## src/rtl/decomp_dict.sv

```systemverilog
// decomp_dict: dual-bank circular dictionary mirroring the compressor, with two
// registered lookup ports reporting data and never-written (miss) status.
module decomp_dict #(
  parameter int DATA_WIDTH  = 32,
  parameter int SIZE        = 8,
  parameter int TOTAL_WORDS = 16,
  localparam int IW = $clog2(TOTAL_WORDS),
  localparam int AW = (SIZE > 1) ? $clog2(SIZE) : 1
) (
  input  logic                  i_clk,
  input  logic                  i_reset,
  input  logic                  i_clr,
  input  logic                  wr,
  input  logic                  wr2,
  input  logic [DATA_WIDTH-1:0] w_data,
  input  logic [DATA_WIDTH-1:0] w_data2,
  input  logic                  rd_en,
  input  logic [IW-1:0]         rd_idx,
  input  logic                  rd_en2,
  input  logic [IW-1:0]         rd_idx2,
  output logic [DATA_WIDTH-1:0] o_rd_data,
  output logic [DATA_WIDTH-1:0] o_rd_data2,
  output logic                  o_rd_valid,
  output logic                  o_rd_valid2,
  output logic                  o_rd_miss,
  output logic                  o_rd_miss2,
  output logic [AW-1:0]         wr_addr,
  output logic                  full
);
  logic [DATA_WIDTH-1:0]  mem_q [TOTAL_WORDS];
  logic [TOTAL_WORDS-1:0] written_q;
  logic [AW-1:0]          ptr_q, ptr_d;
  logic [DATA_WIDTH-1:0]  data_q, data2_q;
  logic                   valid_q, valid2_q, miss_q, miss2_q;
  logic [IW-1:0]          idx1, idx2;
  // Flattened order {bank2[k], bank1[k]}: bank 1 at even entries, bank 2 at odd.
  assign idx1 = IW'({ptr_q, 1'b0});
  assign idx2 = IW'({ptr_q, 1'b1});
  always_comb ptr_d = (wr | wr2) ? ((ptr_q == AW'(SIZE - 1)) ? '0 : ptr_q + 1'b1) : ptr_q;
  always_ff @(posedge i_clk) begin
    if (i_reset | i_clr) begin
      mem_q     <= '{default: '0};
      written_q <= '0;
      ptr_q     <= '0;
      data_q    <= '0;
      data2_q   <= '0;
      valid_q   <= 1'b0;
      valid2_q  <= 1'b0;
      miss_q    <= 1'b0;
      miss2_q   <= 1'b0;
    end else begin
      // Lookups sample pre-write contents, matching the compressor's compare.
      valid_q  <= rd_en;
      valid2_q <= rd_en2;
      if (rd_en) begin
        data_q <= mem_q[rd_idx];
        miss_q <= ~written_q[rd_idx];
      end
      if (rd_en2) begin
        data2_q <= mem_q[rd_idx2];
        miss2_q <= ~written_q[rd_idx2];
      end
      if (wr) begin
        mem_q[idx1]     <= w_data;
        written_q[idx1] <= 1'b1;
      end
      if (wr2) begin
        mem_q[idx2]     <= w_data2;
        written_q[idx2] <= 1'b1;
      end
      ptr_q <= ptr_d;
    end
  end
  assign o_rd_data   = data_q;
  assign o_rd_data2  = data2_q;
  assign o_rd_valid  = valid_q;
  assign o_rd_valid2 = valid2_q;
  assign o_rd_miss   = miss_q;
  assign o_rd_miss2  = miss2_q;
  assign wr_addr     = ptr_q;
  assign full        = ptr_q == AW'(SIZE - 1);
endmodule

```

## config.mk

```make
export PLATFORM = sky130hd
export DESIGN_NAME = decomp_dict
export DESIGN_NICKNAME = d
export VERILOG_FILES = /design/src/rtl/decomp_dict.sv
export SDC_FILE = /design/constraint.sdc
export NUM_CORES = 2
export LEC_CHECK = 0
export ABC_AREA = 0
export CORE_MARGIN = 8
export CORE_UTILIZATION = 55
export CTS_CLUSTER_SIZE = 8
export DETAILED_ROUTE_END_ITERATION = 12
export HOLD_SLACK_MARGIN = 0.12
export PLACE_DENSITY = 0.72
export SYNTH_ARGS = -nofsm -noshare
export SYNTH_HDL_FRONTEND = slang
export SYNTH_SLANG_ARGS = --single-unit
export TNS_END_PERCENT = 5
```

## constraint.sdc

```tcl
create_clock -name i_clk -period 5.3 [get_ports i_clk]
set_input_delay 1.325 -clock i_clk [delete_from_list [all_inputs] [get_ports i_clk]]
set_output_delay 1.325 -clock i_clk [all_outputs]
set_load 0.005 [all_outputs]
```

## Word-level counts from Yosys, hierarchy flattened

Cells that the tools add are included.

| word-level totals | value |
|---|---|
| register bits | 599 |
| input bits | 79 |
| word-level logic and storage cells | 79 |

| operators by class | value |
|---|---|
| add/sub/neg operators | 1 |
| order comparisons | 12 |
| equal/unequal tests | 1 |
| mux-type cells | 27 |
| bitwise gates (word level) | 10 |
| reductions and logical operators | 4 |

Operators with widths:

| operator | count |
|---|---|
| $mux W512 | 3 |
| $bwmux W512 | 2 |
| $bmux W32 S4 | 2 |
| $demux W32 S4 | 2 |
| $mux W32 | 6 |
| $mux W16 | 3 |
| $ge A5 B5 Y1 const B | 4 |
| $lt A4 B5 Y1 const B | 4 |
| $not A4 Y5 | 4 |
| $or A16 B15 Y16 | 1 |
| $or A16 B16 Y16 | 1 |
| $lt A5 B1 Y1 const B | 2 |
| $bmux W1 S4 | 2 |
| $ge A4 B1 Y1 const B | 2 |
| $demux W1 S3 | 2 |
| $logic_and A1 B1 Y1 | 4 |
| $mux W1 | 4 |
| $add A3 B1 Y3 const B | 1 |
| $eq A3 B3 Y1 const B | 1 |
| $mux W3 | 1 |
| $not A1 Y1 | 2 |
| $or A1 B1 Y1 | 2 |

## Longest topological paths before layout

| depth | value |
|---|---|
| depth after elaboration | 10 |
| mapped depth | 8 |
| depth with buffers taken out | 5 |

## Worst setup path after synthesis

No wires, ideal clock.

| path | value |
|---|---|
| path type | input to register |
| start point | input port rd_idx[2] |
| end point | register data_q[22], in the netlist o_rd_data[22] |
| arrival | 2.589 ns |
| setup slack | 2.589 ns |
| cell stages on the path | 5 |
| buffers on the path | 2 |
| cell sequence | buf_6 -> clkbuf_1 -> mux2_2 -> o22a_1 -> a221o_1 |

| on the way | value |
|---|---|
| cells in the longest elaborated chain, start to end | 4 |

RTL lines:

| element | line | RTL |
|---|---|---|
| start, declared | 18 | `input logic [IW-1:0] rd_idx,` |
| $not A4 Y5 (implied by the code) | 56 | `data_q <= mem_q[rd_idx];` |
| $bmux W32 S4 | 56 |  |
| $mux W32 (implied by the code) (2 in series) | 56 |  |
| end signal, assigned | 56 |  |
| end, declared | 33 | `logic [DATA_WIDTH-1:0] data_q, data2_q;` |

No other way between the ends. The select of a mux whose other input is x is not followed.
A chain may end at the register's enable or synchronous reset.

## Final worst setup path

| path | value |
|---|---|
| start point | register ptr_q[1], in the netlist wr_addr[1] |
| end point | output port full |

| on the way | value |
|---|---|
| cells in the longest elaborated chain, start to end | 1 |

RTL lines:

| element | line | RTL |
|---|---|---|
| start, declared | 32 | `logic [AW-1:0] ptr_q, ptr_d;` |
| start signal, assigned | 71 | `ptr_q <= ptr_d;` |
| $eq A3 B3 Y1 | 81 | `assign full = ptr_q == AW'(SIZE - 1);` |
| end, declared | 28 | `output logic full` |

No other way between the ends.

==> flow_metrics.tcl <==
set metrics [dict create \
    run_status "finished clean" \
    critPathCaptureType "output port" \
    clock_sinks 599 \
    clock_latency_on_the_worst_skew_pair_ns 0.62 \
    min_delay_path_depth 2 \
    setup_viol 0 \
    cts-htree-levels 3 \
    relSlewSlack_pct 8.36 \
    cts_buffers 84 \
    cell_with_the_largest_stage_delay_on_the_worst_path "sky130_fd_sc_hd__dfxtp_1" \
    nFillCells 4256 \
    routed_via_count_divided_by_cell_count 6.55 \
    crit_buf_inv 1 \
    yosys_warnings 0 \
    synth_nets 3399 \
    post_drt_wl_per_cell_um 25.3 \
    setup_repair_after_global_routing_missed_its_margin "false" \
    min-delay-start "mem_q[401]$_SDFFE_PP0P_" \
    worstPathArrival_ns 2.56 \
    post-route-drc-count 0 \
    rrSetupSlack_ns 2.30 \
    first_global_vias 25400 \
    hold_class "flip-flop to flip-flop" \
    path_clk_slew_ns 0.04 \
    ant_nets 0 \
    crit_family "flip-flops" \
    asyncSetResetFlopFracSynth_pct 0 \
    synth.top_cell.area_share_pct 41.4 \
    timing_worst_setup_path_type "flip-flop to output port" \
    critical-path-top-cell-by-count "sky130_fd_sc_hd__ha_1" \
    final_cell_area_mm2 0.0327 \
    yosys-top-cells-count "sky130_fd_sc_hd__nand2_1, sky130_fd_sc_hd__dfxtp_1, sky130_fd_sc_hd__a21oi_1" \
    timing.rr.start "wr_addr[0]$_SDFFE_PP0P_" \
    row_count 84 \
    maxCapViolCount 0 \
    kind_of_start_point_of_the_critical_path "flip-flop" \
    detail_route.first_pass.iterations 7 \
    powerDensity_mw_per_mm2 311 \
    synth_top_area_cell "sky130_fd_sc_hd__dfxtp_1" \
    cp.required_ns 3.97 \
    fin_tns_setup_ns 0 \
    synth_area_per_cell_um2 8.74 \
    weighted_congestion_reported_at_the_end_of_routability_driven_placement 0.894 \
    floorplan.die_area_mm2 0.0603 \
    final_net_count 3366 \
    dp_hpwl_um 61400 \
    globalRouteMet1Util_pct 41.3 \
    place.port_buffers 150 \
    mappedNetlistArea_mm2 0.0290 \
    timing.fmax_mhz 257 \
    global_route_hottest_layer "met2" \
    met3_usage_pct 6.85 \
    chipWidth_um 246 \
    timing.reg2reg.worst_path_depth 5 \
    worst_r2r_endpoint "mem_q[142]$_SDFFE_PP0P_" \
    detail_route.wirelength_um 101000 \
    grt_use_met2_pct 51.5 \
    period_share_pct 73.3 \
    grt_first_pass_wirelength_um 151000 \
    cts_hold_buf 0 \
    design.core.area_mm2 0.0523 \
    hold_viol_final 0 \
    hold_end "mem_q[401]$_SDFFE_PP0P_" \
    maximum_number_of_pins_on_one_net_before_global_route_repair 156 \
    floorplan.initialDensity_pct 55.4 \
    postCtsSetupBuffers 0 \
    slowest_delay_ns 0.93 \
    vdd_drop_max_mv 0.237 \
    tightest_slew_ns 1.37 \
    postPlaceCellArea_mm2 0.0304 \
    tritoncts "done" \
    global_route.usage.total_pct 32.3 \
    cp_cell_sequence "ha_1 -> ha_1 -> clkdlybuf4s50_1" \
    synth_enable_flop_cells 0 \
    drive_above_1_share_pct 11.3 \
    drt_iter0_drc 3124 \
    synth_area_leaders "sky130_fd_sc_hd__dfxtp_1, sky130_fd_sc_hd__nand2_1, sky130_fd_sc_hd__mux4_2, sky130_fd_sc_hd__a21oi_1, sky130_fd_sc_hd__mux2i_1" \
    design.portCount 151 \
    crit_path_max_fanout 17 \
    slew_violations 0 \
    total_leakage_power_nw 11.0 \
    timing.final.crit_period_ns 3.88 \
    yosys_register_bits 599 \
    chipHeight_um 246 \
    synth_ff_type "sky130_fd_sc_hd__dfxtp_1" \
    number_of_antenna_violations_at_the_first_check_in_global_routing 7 \
    final-seq-area_mm2 0.0120 \
    detailroute.via_count 26100 \
    cts_resized 0 \
    syn_to_final_growth_pct 12.7 \
    max-clock-path-buffers 3 \
    clockRootBuffer "sky130_fd_sc_hd__clkbuf_16" \
    yosysSeqAreaShare_pct 41.4 \
    post_synthesis_cell_count 3318 \
    largest_clock_skew_in_the_final_design_ns 0.0176 \
    synth.lib_cells_used.distinct 44 \
    post-synth-top-count-cell "sky130_fd_sc_hd__nand2_1" \
    multi_input_comb_area_mm2 0.0155 \
    grt_remaining_overflow 0 \
]
## per-stage QoR
step           setup slack, ns  std cells  utilization [%]  hold slack, ns  total power [mW]
2_1_floorplan             2.59       3318                -           0.441              5.17
3_3_place_gp              1.51       3887             58.1           0.448              5.41
3_5_place_dp              1.45       3887             58.1           0.459              5.42
4_1_cts                   1.42       3977             62.4           0.466              10.1
5_1_grt                   1.29       3979             62.4           0.484              10.4
6_report                  1.42       3979             62.4           0.465              10.1
## cell usage in the layout (no fill, tap or decap), types with 6 or more instances in the layout
cell,count
sky130_fd_sc_hd__nand2_1,1035
sky130_fd_sc_hd__dfxtp_1,599
sky130_fd_sc_hd__a21oi_1,515
sky130_fd_sc_hd__mux2i_1,255
sky130_fd_sc_hd__clkdlybuf4s50_1,144
sky130_fd_sc_hd__mux4_2,130
sky130_fd_sc_hd__clkbuf_16,89
sky130_fd_sc_hd__nor2_1,77
sky130_fd_sc_hd__buf_4,66
sky130_fd_sc_hd__a22oi_1,64
sky130_fd_sc_hd__mux2_2,47
sky130_fd_sc_hd__a221o_1,33
sky130_fd_sc_hd__a32oi_1,31
sky130_fd_sc_hd__o22a_1,30
sky130_fd_sc_hd__a221oi_1,30
sky130_fd_sc_hd__o21ai_0,30
sky130_fd_sc_hd__mux2_1,21
sky130_fd_sc_hd__nor2_4,8
sky130_fd_sc_hd__nor2_2,8
sky130_fd_sc_hd__nand2b_1,7
sky130_fd_sc_hd__nand3_1,7
sky130_fd_sc_hd__buf_12,6
## state kept, by name, summed over array words and instances, names as in the netlist
name / cells
mem_q: 512
written_q: 16
wr_addr: 3
o_rd_miss: 1
o_rd_valid: 1
o_rd_valid2: 1
o_rd_data2: 32
o_rd_data: 32
o_rd_miss2: 1
## where the power goes
part,total (mW),internal (mW),switching (mW)
combinational,0.779,0.270,0.509
sequential,4.58,4.55,0.0331
clock,4.78,2.91,1.87
## worst max path at each step
stage	to	startpoint	slack (ns)	depth (start not counted)
after floorplan	o_rd_data[22]$_SDFFE_PP0P_	rd_idx[2]	2.59	5
after global placement	o_rd_data[28]$_SDFFE_PP0P_	rd_idx[1]	1.51	6
after detailed placement	mem_q[446]$_SDFFE_PP0P_	wr	1.45	6
after CTS	full	wr_addr[1]$_SDFFE_PP0P_	1.42	3
after global routing	full	wr_addr[1]$_SDFFE_PP0P_	1.29	3
final	full	wr_addr[1]$_SDFFE_PP0P_	1.42	3
## cells by family (layout without fill, tap and decap cells)
family | Yosys count | after routing | synth area share (%)
and+or+nand+nor | 1173 | 1173 | 15.6
AOI/OAI and AO/OA | 747 | 747 | 15.3
DFF | 599 | 599 | 41.4
muxes | 458 | 458 | 22.0
buffers and inverters | 339 | 310 | 5.71
adders and majority gates | 2 | 2 | 0.0863
other | 0 | 2 | 0
## final cells by class
| class | instances | area share (%) |
|---|---|---|
| timing repair buffer | 220 | 6.42 |
| antenna | 2 | 0.0153 |
| sequential | 599 | 36.7 |
| tap | 688 | 2.64 |
| clock buffer | 90 | 6.83 |
| multi-input combinational | 2380 | 47.4 |
## metal layers
metal / wire length [um] / vias to the layer above
li1: - / 11500
met1: 38100 / 12500
met2: 46100 / 1680
met3: 11500 / 402
met4: 5070 / 6
met5: 45 / -
## worst register-to-register path: stages (launching register included)
cell and delay (ns):
sky130_fd_sc_hd__dfxtp_1 0.93, sky130_fd_sc_hd__nand2b_1 0.48, sky130_fd_sc_hd__nor2_2 0.78, sky130_fd_sc_hd__buf_4 0.46, sky130_fd_sc_hd__nand2_1 0.12, sky130_fd_sc_hd__a21oi_1 0.14
Power figures use the tool's default switching activity.
